<file path="config.mk">
export PLATFORM = sky130hd
export DESIGN_NAME = hpdcache_prng
export DESIGN_NICKNAME = d
export VERILOG_FILES = /design/src/rtl/hpdcache_prng.sv
export SDC_FILE = /design/constraint.sdc
export NUM_CORES = 1
export LEC_CHECK = 0
export ABC_AREA = 1
export BUFFER_PORTS_ARGS = -buffer_cell sky130_fd_sc_hd__buf_4
export CORE_AREA = 2 2 39 41
export CTS_CLUSTER_SIZE = 20
export DETAILED_ROUTE_END_ITERATION = 6
export DIE_AREA = 0 0 41 43
export GPL_ROUTABILITY_DRIVEN = 0
export GPL_TIMING_DRIVEN = 0
export PLACE_DENSITY_LB_ADDON = 0.1
export SLEW_MARGIN = 0
export SYNTH_ARGS = -nofsm -noshare
export SYNTH_HDL_FRONTEND = slang
export SYNTH_SLANG_ARGS = --single-unit
</file>
<file path="constraint.sdc">
create_clock -name clk_i -period 1.3 [get_ports clk_i]
set_clock_uncertainty 0.15 [all_clocks]
set_input_delay 0.065 -clock clk_i [delete_from_list [all_inputs] [get_ports clk_i]]
set_output_delay 0.065 -clock clk_i [all_outputs]
set_load 0.005 [all_outputs]
</file>
<file path="src/rtl/hpdcache_prng.sv">
// hpdcache_prng: multi-channel Galois LFSR pseudo-random generator with
// per-channel seed reload and a uniformly scaled index per channel.
// Optional macro HPDCACHE_PRNG_PERIOD_MON_EN adds a per-channel period
// monitor (wrap_o pulse and sticky period_err_o).
module hpdcache_prng #(
  parameter  int unsigned WIDTH = 8,
  parameter  int unsigned NCHAN = 1,
  parameter  int unsigned NSTEP = 1,
  parameter  int unsigned RANGE = 4,
  localparam int unsigned IDXW  = $clog2(RANGE),
  localparam int unsigned CHW   = (NCHAN > 1) ? $clog2(NCHAN) : 1
) (
  input  logic                   clk_i,
  input  logic                   rst_ni,
  input  logic [NCHAN-1:0]       shift_i,
  input  logic                   seed_load_i,
  input  logic [CHW-1:0]         seed_chan_i,
  input  logic [WIDTH-1:0]       seed_i,
  output logic [NCHAN*WIDTH-1:0] val_o,
`ifdef HPDCACHE_PRNG_PERIOD_MON_EN
  output logic [NCHAN-1:0]       wrap_o,
  output logic [NCHAN-1:0]       period_err_o,
`endif
  output logic [NCHAN*IDXW-1:0]  idx_o
);

  // Product width large enough for (2^WIDTH-1) * RANGE with RANGE up to 2^IDXW
  localparam int unsigned PW = WIDTH + IDXW + 1;

  // Feedback mask table, maximal-length taps per supported width
  function automatic logic [15:0] fb_mask(input int unsigned w);
    case (w)
      8:       fb_mask = 16'h00E1;
      9:       fb_mask = 16'h01EA;
      10:      fb_mask = 16'h02E3;
      11:      fb_mask = 16'h04E3;
      12:      fb_mask = 16'h0AE2;
      13:      fb_mask = 16'h10E3;
      14:      fb_mask = 16'h20EA;
      15:      fb_mask = 16'h41E2;
      default: fb_mask = 16'h81EE;
    endcase
  endfunction

  localparam logic [WIDTH-1:0] MASK = WIDTH'(fb_mask(WIDTH));

  // NSTEP chained Galois steps, all within one cycle
  function automatic logic [WIDTH-1:0] lfsr_nstep(input logic [WIDTH-1:0] q);
    logic [WIDTH-1:0] v;
    v = q;
    for (int unsigned s = 0; s < NSTEP; s++) begin
      v = {1'b0, v[WIDTH-1:1]} ^ (v[0] ? MASK : '0);
    end
    return v;
  endfunction

  // An all-zero seed would lock the LFSR; substitute all-ones
  logic [WIDTH-1:0] seed_eff;
  assign seed_eff = (seed_i == '0) ? '1 : seed_i;

  for (genvar c = 0; c < NCHAN; c++) begin : g_chan
    localparam logic [WIDTH-1:0] RST_VAL = {WIDTH{1'b1}} ^ WIDTH'(c);

    logic [WIDTH-1:0] state_q;
    logic [WIDTH-1:0] state_d;
    logic [WIDTH-1:0] stepped;
    logic             load_hit;
    logic [PW-1:0]    prod;

    // Out-of-range channel numbers never match any channel
    assign load_hit = seed_load_i && (seed_chan_i == CHW'(c));
    assign stepped  = lfsr_nstep(state_q);

    // Next state: seed load beats shift beats hold
    always_comb begin
      state_d = state_q;
      if (load_hit) begin
        state_d = seed_eff;
      end else if (shift_i[c]) begin
        state_d = stepped;
      end
    end

    // Channel state register
    always_ff @(posedge clk_i or negedge rst_ni) begin
      if (!rst_ni) begin
        state_q <= RST_VAL;
      end else begin
        state_q <= state_d;
      end
    end

    // Scaled index straight from the state flop
    assign prod = PW'(state_q) * PW'(RANGE);
    assign val_o[c*WIDTH +: WIDTH] = state_q;
    assign idx_o[c*IDXW +: IDXW]   = IDXW'(prod >> WIDTH);

`ifdef HPDCACHE_PRNG_PERIOD_MON_EN
    logic [WIDTH-1:0] ref_q;
    logic [WIDTH-1:0] cnt_q;
    logic             wrap_q;
    logic             err_q;

    // Period monitor: count shifts until the state returns to its reference
    always_ff @(posedge clk_i or negedge rst_ni) begin
      if (!rst_ni) begin
        ref_q  <= RST_VAL;
        cnt_q  <= '0;
        wrap_q <= 1'b0;
        err_q  <= 1'b0;
      end else if (load_hit) begin
        ref_q  <= seed_eff;
        cnt_q  <= '0;
        wrap_q <= 1'b0;
      end else if (shift_i[c]) begin
        if (stepped == ref_q) begin
          wrap_q <= 1'b1;
          cnt_q  <= '0;
          if ((cnt_q + WIDTH'(1)) != {WIDTH{1'b1}}) begin
            err_q <= 1'b1;
          end
        end else begin
          wrap_q <= 1'b0;
          cnt_q  <= cnt_q + WIDTH'(1);
        end
      end else begin
        wrap_q <= 1'b0;
      end
    end

    assign wrap_o[c]       = wrap_q;
    assign period_err_o[c] = err_q;
`endif
  end

endmodule

</file>
# Yosys cells after proc, flatten, opt, wreduce, memory -nomap -nowiden
# Index checks and enable logic that the tools add are counted.
# Widths: inputs -> output; s select.
dict set report totals {
  ff_bits 8
  inputBits 13
  out_inout_bits 10
}
dict set report classes {
  mux 4
  n_bitwise 2
  n_reduce_logical 3
}
# op count
set op_table {}
lappend op_table {{$mux 8} 4}
lappend op_table {{$logic_not 8->1} 1}
lappend op_table {{$xor 7x8->8} 1}
lappend op_table {{$reduce_bool 2->1} 1}
lappend op_table {{$logic_and 1x1->1} 1}
lappend op_table {{$not 1->1} 1}

# Logic depth before layout (Yosys ltp)
# Gate-level depths: netlist of the first run.
dict set report logic_depth {
  depth_word 4
  mapped_depth 7
  mapped_depth_nobuf 6
}

# Worst setup path before layout of the first run
# Ideal clock, no wire load.
dict set report synth_timing {
  path_kind {register to register}
  startpoint {reg g_chan[0].state_q[0] (netlist: val_o[0])}
  endpoint {reg g_chan[0].state_q[5] (netlist: val_o[5])}
  setup_time_ns 0.061
  t_arrival_ns 0.919
  slack_ns 0.170
  stages_incl_launch_ff 7
  path_cell_list {dfstp_2 inv_1 nand2_1 nand2_1 o21ai_1 nand2_1 nand2_1}
}
dict set report synth_via {
  elab_chain_cells 4
}
# element line_no
set synth_rtl {}
lappend synth_rtl {{start: declaration} 64} ;# logic [WIDTH-1:0] state_q;
lappend synth_rtl {{start signal: assignment} 89} ;# state_q <= state_d;
lappend synth_rtl {{$mux 8} 52} ;# v = {1'b0, v[WIDTH-1:1]} ^ (v[0] ? MASK : '0);
lappend synth_rtl {{$xor 7x8->8} 52}
lappend synth_rtl {{$mux 8} 79} ;# end else if (shift_i[c]) begin
lappend synth_rtl {{$mux 8} 77} ;# if (load_hit) begin
# No other way between the ends. The select of a mux whose other input is x is not followed.
# A chain may end at the register's enable or synchronous reset.

# Final worst setup path of the first run
dict set report layout_timing {
  startpoint {in seed_i[5]}
  endpoint {reg g_chan[0].state_q[2] (netlist: val_o[2])}
}
dict set report layout_via {
  elab_chain_cells 3
}
# element line_no
set layout_rtl {}
lappend layout_rtl {{start: declaration} 18} ;# input logic [WIDTH-1:0] seed_i,
lappend layout_rtl {{$logic_not 8->1} 59} ;# assign seed_eff = (seed_i == '0) ? '1 : seed_i;
lappend layout_rtl {{$mux 8} 59}
lappend layout_rtl {{$mux 8} 77}
# No other way between the ends.

==> summary.txt, run 1 <==
Synthesis
  • Main combinational cell family by area after synthesis: simple AND/OR/NAND/NOR gates
  • Synth Area in XOR/XNOR: 0%
  • Ys flop type: dfstp_2
  • Part of the Yosys area used for sequential elements: 37.5%
  • Netlist cell types: 13
  • Synth area leaders: dfstp_2 38%, nand2_1 22%, o21ai_1 13%
  • Post-synthesis mux area share: 0%
  • Syn Nets: 99
  • Syn_area_per_cell: 6.52 µm²
  • Cell taking the most area after synthesis: dfstp_2
  • Synth Area in Simple Gates: 35.3%
  • Count leader, synth: nand2_1
  • Adder-cell share of the synthesized area: 0%
  • Compound-Gate Fraction of Synth Area: 15.8%
  • Top post-synthesis cells by count: 33 x nand2_1, 14 x o21ai_1, 10 x nor2_1, 9 x inv_1, 8 x dfstp_2
  • Async SR Flop Fraction: 100%
  • Synth Cell Area: 561 µm²
  • Gate Count Post-Synth: 86
  • Post-synth EDFFs: 0
  • #FFs+latches synth: 8
  • Post-synth top area share: 37.5%
  • Yosys warning count: 0

Setup path
  • Critical Path Source Type: primary input
  • CP most frequent cell: nand2_1
  • Critical-path maximum fanout: 8
  • R2R depth: 6
  • WP data arrival: 1280 ps
  • Critical Path RT: 1350 ps
  • Crit-path slowest cell: dlygate4sd3_1
  • Worst-path cell chain: dlygate4sd3_1 > buf_4 > nor2_2 > nand2_4 > o21ai_2 > nand2_1 > nand2_1
  • Slowest cell delay on critical path: 540 ps
  • Critical path endpoint category: flop
  • Setup CP Type: primary input to flop

Cells and area
  • Filler instances: 123
  • Layout cells sized above 1: 44.3%
  • Post-route cell area: 931 µm²
  • Max FFs per register: 8
  • Area Overhead vs Synth: 66.1%
  • Nets: 137
  • Ant diodes: 0

Global route
  • GRT Residual Overflow: 0
  • Total track usage: 18.2%
  • Number of global-route vias before repair: 539
  • First-pass GRT wire length: 2.13 mm
  • Initial antenna violation count: 0
  • Largest net degree at the start of global routing: 11

Route
  • # DRC: 0
  • Routed Antenna Nets: 0
  • Final wirelength: 1.33 mm
  • Drt via density: 4.54
  • Drt wl/cell: 9.62 µm
  • Via count: 627
  • TritonRoute pass-1 iters: 2
  • Drt initial violations: 2

Power and ir drop
  • Final Power: 0.000875 W
  • Power Dens Cells: 939 nW/µm²
  • Leakage: 0.492 nW
  • Peak supply drop: 673 µV

STA
  • Tmin final: 1230 ps
  • Slew HR: 84.3%
  • Worst Hold Slack: -18.8 ps
  • Final Cycle Share: 94.7%
  • Slew Limit Fails: 0
  • TNS Setup: 0 ps
  • Fmax: 0.812 GHz
  • Fin. Hold Viols: 1
  • Fin worst setup slack: 68.7 ps
  • Unrepaired setup endpoints after global routing: no
  • Final setup viols: 0
  • Tightest Pin Transition: 236 ps

Min path
  • Hold depth: 5
  • Hold Crit Class: primary input to flop

Floorplanning
  • Die width: 41 µm
  • Die height: 43 µm
  • Ports: 23
  • Std-Cell Rows: 14
  • Core Area: 1380 µm²
  • Die area: 1760 µm²
  • Initial Util: 40.5%

Job
  • MaxCap Viol Count: 0

Status
  • Status: complete, but fails checks
  • Failing checks: hold timing

Clock tree
  • Clock root buffer: clkbuf_4
  • Clk sinks: 8
  • Worst-path clk slew: 50 ps
  • Worst skew pair latency: 250 ps
  • CTS Buf Count: 3
  • Max clock buf depth: 2
  • CTS tree: yes
  • H-tree depth: 1

Placed design
  • DP Area: 746 µm²
  • Pre-CTS setup slack: 96.4 ps
  • DPL Wire Length: 958 µm
  • PortBufs: 22
-- per-stage QoR --
| step | utilization [%] | cells |
|---|---|---|
| 6_report | 67.3 | 138 |
| 5_1_grt | 67.3 | 138 |
| 4_1_cts | 62.7 | 137 |
| 3_5_place_dp | 53.9 | 124 |
| 3_3_place_gp | 53.9 | 124 |
| 2_1_floorplan | - | 86 |
-- layout by cell type, fill, tap and decap left out --
| cell type | instances |
|---|---|
| inv_2 | 1 |
| nand2_4 | 3 |
| clkbuf_4 | 3 |
| nor2_1 | 6 |
| o21ai_1 | 8 |
| a21oi_4 | 1 |
| dlygate4sd3_1 | 10 |
| buf_4 | 25 |
| nand2_1 | 33 |
| o21ai_2 | 6 |
| buf_6 | 1 |
| o21ai_0 | 2 |
| inv_1 | 9 |
| dfstp_2 | 8 |
| nor2_2 | 5 |
| nor2_4 | 1 |
-- layout make-up --
class	count	area, µm²	share of cell area, %
repair buffers	33	273	29.3
multi-input cells	65	342	36.7
flip-flops and latches	8	210	22.6
well taps	16	20.0	2.15
inverters	10	37.5	4.03
plain buffers	3	26.3	2.82
clock buffers	3	22.5	2.42
-- power by group --
group / switching (W) / total [W] / leakage [nW] / internal (W)
clock: 0.0000795 / 0.000185 / 0.0138 / 0.000105
combinational: 0.000147 / 0.000330 / 0.394 / 0.000183
sequential: 0.0000385 / 0.000360 / 0.0841 / 0.000322
total: 0.000265 / 0.000875 / 0.492 / 0.000610
-- worst max-delay path, delay by kind of cell --
| family | cells | cell delay (ps) |
|---|---|---|
| AO/OA/AOI/OAI | 1 | 170 |
| buffers and inverters | 2 | 680 |
| AND/OR/NAND/NOR | 4 | 350 |
-- cell families (layout without fill, tap and decap cells) --
| logic type | Yosys count | in the layout |
|---|---|---|
| AOI/OAI and AO/OA | 17 | 17 |
| buffers and inverters | 13 | 49 |
| DFF | 8 | 8 |
| and+or+nand+nor | 48 | 48 |
-- timing repair --
action / CTS / global route
hold endpoints to repair: 16 / 0
hold buffers: 10 / 0
buffers inserted: 0 / 1
endpoints found under the setup margin: 0 / 7
resized for setup: 0 / 14
-- per-layer routing --
layer	GRT usage [%]	vias up	part of all wire, %
li1	-	340	-
met1	22.5	268	48
met2	26.6	16	47
met3	3.14	3	2.8
met4	14.0	0	2.5
met5	0	-	0
-- path summary, 6_finish.rpt --
kind	start	endpoint	slack [ps]
worst max-delay path	seed_i[5]	val_o[2]$_DFFE_PN1P_	70
worst min-delay path	seed_i[4]	val_o[4]$_DFFE_PN1P_	-20
worst max register to register	val_o[0]$_DFFE_PN1P_	val_o[0]$_DFFE_PN1P_	110
worst min register to register	val_o[5]$_DFFE_PN1P_	val_o[5]$_DFFE_PN1P_	330
max in group asynchronous	rst_ni	val_o[3]$_DFFE_PN1P_	790
min in group asynchronous	rst_ni	val_o[6]$_DFFE_PN1P_	190
(Power assumes the default switching activity.)
==> inputs of run 2 (changes only) <==
- clock period: 1.3 -> 1.28 ns (I/O delays scaled with it)
==> run 2 against run 1 <==
  * The run still ends with hold timing left
  * Critical path depth is the same
  * Worst setup slack worse by 18 ps
  * Register-to-register slack about the same
  * Routed wire length stayed put
  * Count of clock-buffer cells in the layout unchanged
  * Utilization rose by 0.72 points
  * Sequential power increased by 2%
  * Global-route usage unchanged
  * Critical endpoint unchanged
==> summary.txt, run 2 (synthesis results as in run 1) <==
Status
  • Status: complete, but fails checks (unchanged)
  • Failing checks: hold timing (unchanged)

Setup path
  • Setup CP Type: primary input to flop (unchanged)
  • Critical-path maximum fanout: 8 (unchanged)
  • FF-to-FF End: val_o[5]$_DFFE_PN1P_ (was val_o[0]$_DFFE_PN1P_)
  • Worst-path cell chain: dlygate4sd3_1 > buf_4 > nor2_2 > nand2_4 > o21ai_2 > nand2_1 > nand2_1 (unchanged)
  • Crit-path slowest cell: dlygate4sd3_1 (unchanged)
  • Critical Path RT: 1330 ps (was 1350 ps)
  • Sum of buffers and inverters on the critical path: 2 (unchanged)
  • R2R Path Start: val_o[0]$_DFFE_PN1P_ (unchanged)
  • R2R depth: 6 (unchanged)
  • Critical Path Source Type: primary input (unchanged)
  • Critical path endpoint category: flop (unchanged)
  • CP most frequent cell: nand2_1 (unchanged)
  • WP data arrival: 1280 ps (about the same)
  • Top delay family on crit path: buffers and inverters (unchanged)
  • R2R setup slack: 110 ps (about the same)
  • Slowest cell delay on critical path: 540 ps (about the same)

Floorplanning
  • Die width: 41 µm (unchanged)
  • Ports: 23 (unchanged)
  • Initial Util: 40.5% (unchanged)
  • Std-Cell Rows: 14 (unchanged)
  • Core Area: 1380 µm² (unchanged)
  • Die height: 43 µm (unchanged)
  • Die area: 1760 µm² (unchanged)

Global route
  • Initial antenna violation count: 0 (unchanged)
  • Total track usage: 18.2% (unchanged)
  • Largest net degree at the start of global routing: 11 (unchanged)
  • First-pass GRT wire length: 2.13 mm (unchanged)
  • Number of global-route vias before repair: 539 (unchanged)
  • GRT Residual Overflow: 0 (unchanged)

Route
  • Via count: 628 (was 627)
  • TritonRoute pass-1 iters: 2 (unchanged)
  • Drt initial violations: 3 (was 2)
  • Routed Antenna Nets: 0 (unchanged)
  • # DRC: 0 (unchanged)
  • Drt via density: 4.55 (was 4.54)
  • Drt wl/cell: 9.62 µm (unchanged)
  • Final wirelength: 1.33 mm (unchanged)

STA
  • Fin. Hold Viols: 1 (unchanged)
  • Slew HR: 84.3% (unchanged)
  • Tightest Pin Transition: 236 ps (unchanged)
  • Final Cycle Share: 96.0%
  • Fmax: 0.814 GHz
  • Worst Hold Slack: -19.8 ps (was -18.8 ps)
  • Unrepaired setup endpoints after global routing: yes (was no)
  • Final setup viols: 0 (unchanged)
  • Tmin final: 1230 ps
  • Slew Limit Fails: 0 (unchanged)

Cells and area
  • Final cell count without fillers: 138 (unchanged)
  • Ant diodes: 0 (unchanged)
  • Commonest non-fill, non-tap cell in the layout: nand2_1 (unchanged)
  • Max FFs per register: 8 (unchanged)
  • Layout cells sized above 1: 45.1% (was 44.3%)
  • Most frequent cells in the layout: 33 x nand2_1, 25 x buf_4, 10 x dlygate4sd3_1 (unchanged)
  • Nets: 137 (unchanged)
  • Post-route cell area: 941 µm² (was 931 µm²)
  • Area Overhead vs Synth: 67.9% (was 66.1%)

Power and ir drop
  • Power Dens Cells: 950 nW/µm² (was 939 nW/µm²)
  • Peak supply drop: 685 µV (was 673 µV)
  • Leakage: 0.492 nW (about the same)

Min path
  • Hold Startpoint: seed_i[4] (unchanged)
  • Worst Hold End: val_o[4]$_DFFE_PN1P_ (unchanged)
  • Hold depth: 5 (unchanged)
  • Hold Crit Class: primary input to flop (unchanged)

Job
  • MaxCap Viol Count: 0 (unchanged)

Clock tree
  • CTS Buf Count: 3 (unchanged)
  • Max clock buf depth: 2 (unchanged)
  • CTS tree: yes (unchanged)
  • Clk sinks: 8 (unchanged)
  • H-tree depth: 1 (unchanged)
  • Worst-path clk slew: 50 ps (about the same)
  • Worst skew pair latency: 250 ps (about the same)
  • Clock root buffer: clkbuf_4 (unchanged)

Placed design
  • PortBufs: 22 (unchanged)
  • DP Area: 746 µm² (unchanged)
  • DPL Wire Length: 958 µm (unchanged)
  • Post-placement cell count: 124 (unchanged)
run 2: worst register-to-register path, cell delays in order, from the launching register on:
cell	delay, ps
dfstp_2	570
buf_4	120
nand2_1	40
nand2_1	60
o21ai_1	50
nand2_1	70
nand2_1	50
run 2: final cells by class:
class | instances | area [µm²]
flip-flops and latches | 8 | 210
clock buffers | 3 | 22.5
fillers | 119 | 443
inverters | 10 | 37.5
well taps | 16 | 20.0
repair buffers | 33 | 273
multi-input cells | 65 | 352
plain buffers | 3 | 26.3
run 2: layer usage:
metal / GRT usage (%) / vias to the layer above / part of all wire, %
li1: - / 341 / -
met1: 22.5 / 268 / 48
met3: 3.14 / 3 / 2.8
met4: 14.0 / 0 / 2.5
met2: 26.6 / 16 / 47
met5: 0 / - / 0
run 2: worst max-delay path by stage:
stage | start | end | slack (ps) | cells past startpoint
finish | seed_i[5] | val_o[2]$_DFFE_PN1P_ | 50 | 7
floorplan | val_o[0]$_DFFE_PN1P_ | val_o[5]$_DFFE_PN1P_ | 150 | 6
detailed placement | val_o[0]$_DFFE_PN1P_ | val_o[6]$_DFFE_PN1P_ | 80 | 6
CTS | seed_i[7] | val_o[4]$_DFFE_PN1P_ | 40 | 7
global placement | val_o[0]$_DFFE_PN1P_ | val_o[5]$_DFFE_PN1P_ | 90 | 6
global route | seed_i[2] | val_o[4]$_DFFE_PN1P_ | -2 | 7
run 2: timing repair:
item / 4_1_cts / 5_1_grt
buffers inserted: 0 / 1
gates resized for setup: 0 / 17
hold buffers: 10 / 0
endpoints found under the setup margin: 0 / 8
hold endpoints to repair: 16 / 0
run 2: through the flow:
step | TNS (ps) | util (%) | total power [W] | hold slack, ps | setup WS, ps
finish | 0 | 68.0 | 0.000893 | -19.8 | 51.2
global route | -2.06 | 68.0 | 0.000963 | 13.5 | -2.06
CTS | 0 | 62.7 | 0.000877 | 10.0 | 43.2
detailed placement | 0 | 53.9 | 0.000658 | -81.8 | 76.4
global placement | 0 | 53.9 | 0.000655 | -80.1 | 85.2
floorplan | 0 | - | 0.000512 | -234 | 150
run 2: where the power goes:
group | total, W | switching (W) | internal [W] | leakage, nW
combinational | 0.000339 | 0.000151 | 0.000188 | 0.395
clock | 0.000188 | 0.0000808 | 0.000107 | 0.0138
sequential | 0.000367 | 0.0000401 | 0.000327 | 0.0841
==> inputs of run 3 (changes only) <==
- CORE_AREA: 2 2 39 41 -> default
- CORE_ASPECT_RATIO: default -> 1.2
- CORE_UTILIZATION: default -> 34
- DIE_AREA: 0 0 41 43 -> default
- GPL_ROUTABILITY_DRIVEN: 0 -> default
==> run 3 against run 2 <==
  * The flow still finishes with violations (hold timing)
  * Sequential power fell by 1%
  * Fmax fell by 1.3%
  * Utilization fell by 6.3 points
  * Register-to-register slack barely moved
  * Sequential cell count did not move
  * Largest cell class unchanged
  * Worst setup slack got worse by 17 ps
  * Critical path depth fell by 5
  * Count of clock-buffer cells in the layout did not move
  * Worst hold slack barely moved
  * Non-clock buffer count fell by 4
  * Global-route usage fell by 0.59 points
  * Critical path type is now flop to output pin
  * Combinational power barely moved
==> summary.txt, run 3 (synthesis results as in run 1) <==
Status
  • Status: complete, but fails checks (unchanged)
  • Failing checks: hold timing (unchanged)

Clock tree
  • Clock root buffer: clkbuf_4 (unchanged)
  • Max clock buf depth: 2 (unchanged)
  • Clk sinks: 8 (unchanged)
  • CTS Buf Count: 3 (unchanged)
  • CTS tree: yes (unchanged)
  • H-tree depth: 1 (unchanged)
  • Worst-path clk slew: 60 ps (was 50 ps)
  • Worst skew pair latency: 250 ps (about the same)

Setup path
  • Worst-path cell chain: buf_4 > buf_4 (was dlygate4sd3_1 > buf_4 > nor2_2 > nand2_4 > o21ai_2 > nand2_1 > nand2_1)
  • Critical-path maximum fanout: 5 (was 8)
  • Crit-path slowest cell: dfstp_2 (was dlygate4sd3_1)
  • Slowest cell delay on critical path: 570 ps (was 540 ps)
  • CP most frequent cell: buf_4 (was nand2_1)
  • WP data arrival: 1030 ps (was 1280 ps)
  • Critical Path Source Type: flop (was primary input)
  • Critical path endpoint category: output pin (was flop)
  • Critical Path RT: 1070 ps (was 1330 ps)
  • Setup CP Type: flop to output pin (was primary input to flop)

Cells and area
  • Filler instances: 142 (was 119)
  • Utilization after layout: 61.7% (was 68.0%)
  • Post-route cell area: 915 µm² (was 941 µm²)
  • Nets: 133 (was 137)
  • Layout cells sized above 1: 44.1% (was 45.1%)
  • Max FFs per register: 8 (unchanged)
  • Commonest non-fill, non-tap cell in the layout: nand2_1 (unchanged)
  • Area Overhead vs Synth: 63.2% (was 67.9%)
  • Ant diodes: 0 (unchanged)
  • Most frequent cells in the layout: 33 x nand2_1, 22 x buf_4, 9 x inv_1, 9 x dlygate4sd3_1 (was 33 x nand2_1, 25 x buf_4, 10 x dlygate4sd3_1)

Power and ir drop
  • Peak supply drop: 620 µV (was 685 µV)
  • Final Power: 0.000896 W (was 0.000893 W)
  • Leakage: 0.476 nW (was 0.492 nW)
  • Power Dens Cells: 980 nW/µm² (was 950 nW/µm²)

Global route
  • GRT Residual Overflow: 0 (unchanged)
  • Number of global-route vias before repair: 531 (was 539)
  • First-pass GRT wire length: 2.14 mm (was 2.13 mm)
  • Largest net degree at the start of global routing: 11 (unchanged)
  • Initial antenna violation count: 0 (unchanged)
  • Total track usage: 17.6% (was 18.2%)

STA
  • Final Cycle Share: 97.3% (was 96.0%)
  • Tmin final: 1250 ps (was 1230 ps)
  • Fin. Hold Viols: 2 (was 1)
  • Final setup viols: 0 (unchanged)
  • Tightest Pin Transition: 240 ps (was 236 ps)
  • TNS Setup: 0 ps (unchanged)
  • Slew HR: 84.0% (was 84.3%)
  • Slew Limit Fails: 0 (unchanged)
  • Fmax: 0.803 GHz (was 0.814 GHz)
  • Worst Hold Slack: -19.8 ps (about the same)
  • Unrepaired setup endpoints after global routing: no (was yes)

Route
  • Final wirelength: 1.45 mm (was 1.33 mm)
  • DRT met1 WL: 631 µm (was 637 µm)
  • Met3 routed WL: 51 µm (was 37 µm)
  • Routed Antenna Nets: 0 (unchanged)
  • Drt via density: 4.53 (was 4.55)
  • # DRC: 0 (unchanged)
  • Drt initial violations: 7 (was 3)
  • Met2 WL post-DR: 749 µm (was 618 µm)
  • Via count: 611 (was 628)
  • DR top layer: met4 (unchanged)
  • TritonRoute pass-1 iters: 4 (was 2)
  • Drt wl/cell: 10.7 µm (was 9.62 µm)

Floorplanning
  • Std-Cell Rows: 15 (was 14)
  • Initial Util: 37.8% (was 40.5%)
  • Ports: 23 (unchanged)
  • Die area: 1820 µm² (was 1760 µm²)
  • Die height: 46.5 µm (was 43 µm)
  • Die width: 39.1 µm (was 41 µm)
  • Core Area: 1480 µm² (was 1380 µm²)

Placed design
  • Global placer's final weighted congestion: 0.746
  • DPL Wire Length: 982 µm (was 958 µm)
  • DP Area: 747 µm² (was 746 µm²)
  • PortBufs: 22 (unchanged)

Job
  • MaxCap Viol Count: 0 (unchanged)

Min path
  • Hold Crit Class: primary input to flop (unchanged)
## run 3: changes by cell type in the layout (fill, tap and decap cells not counted)
cell,before,now
buf_4,25,22
o21ai_1,8,6
o21ai_2,6,8
dlygate4sd3_1,10,9
inv_1,8,9
inv_2,2,1
nor2_1,6,7
nor2_2,3,2
## run 3: area by class of cell
type                            count  area [µm²]  share of cell area (%)
Buffer                              3        26.3                    2.87
Clock buffer                        3        22.5                    2.46
Inverter                           10        37.5                    4.10
Multi-Input combinational cell     65         357                    39.0
Sequential cell                     8         210                    23.0
Tap cell                           17        21.3                    2.33
Timing Repair Buffer               29         240                    26.3
## run 3: timing repair
item,4_1_cts,5_1_grt
gates resized for setup,0,17
hold buffers,8,1
setup endpoints to repair,0,8
setup buffers,0,1
endpoints found under the hold margin,16,1
## run 3: layer usage
layer  vias up  track usage, %
met5         -               0
met2        17            28.7
met1       264            22.4
li1        328               -
met4         0            8.28
met3         2            2.90
## run 3: where the power goes
group	switching [W]	total, W	internal, W
sequential	0.0000372	0.000363	0.000326
clock	0.0000886	0.000196	0.000107
combinational	0.000157	0.000337	0.000180
total	0.000283	0.000896	0.000614
## run 3: final timing paths
| path | startpoint | end | slack, ps | cells past startpoint |
|---|---|---|---|---|
| worst min-delay path | seed_i[0] | val_o[0]$_DFFE_PN1P_ | -20 | 5 |
| worst max register to register | val_o[0]$_DFFE_PN1P_ | val_o[0]$_DFFE_PN1P_ | 100 | 6 |
| worst max-delay path | val_o[6]$_DFFE_PN1P_ | val_o[6] | 30 | 2 |
| worst min register to register | val_o[5]$_DFFE_PN1P_ | val_o[5]$_DFFE_PN1P_ | 330 | 2 |
| min in group asynchronous | rst_ni | val_o[7]$_DFFE_PN1P_ | 190 | 2 |
| max in group asynchronous | rst_ni | val_o[2]$_DFFE_PN1P_ | 770 | 2 |
## run 3: per-stage QoR
stage,std cells,setup WS [ps]
global placement,125,83.5
finish,135,34.4
global route,135,6.02
floorplan,86,150
CTS,136,39.2
detailed placement,125,62.6
## run 3: worst max-delay path: cells and delay by family (launching register included)
kind                   cells  cell delay (ps)
buffers and inverters      2              210
DFF                        1              570
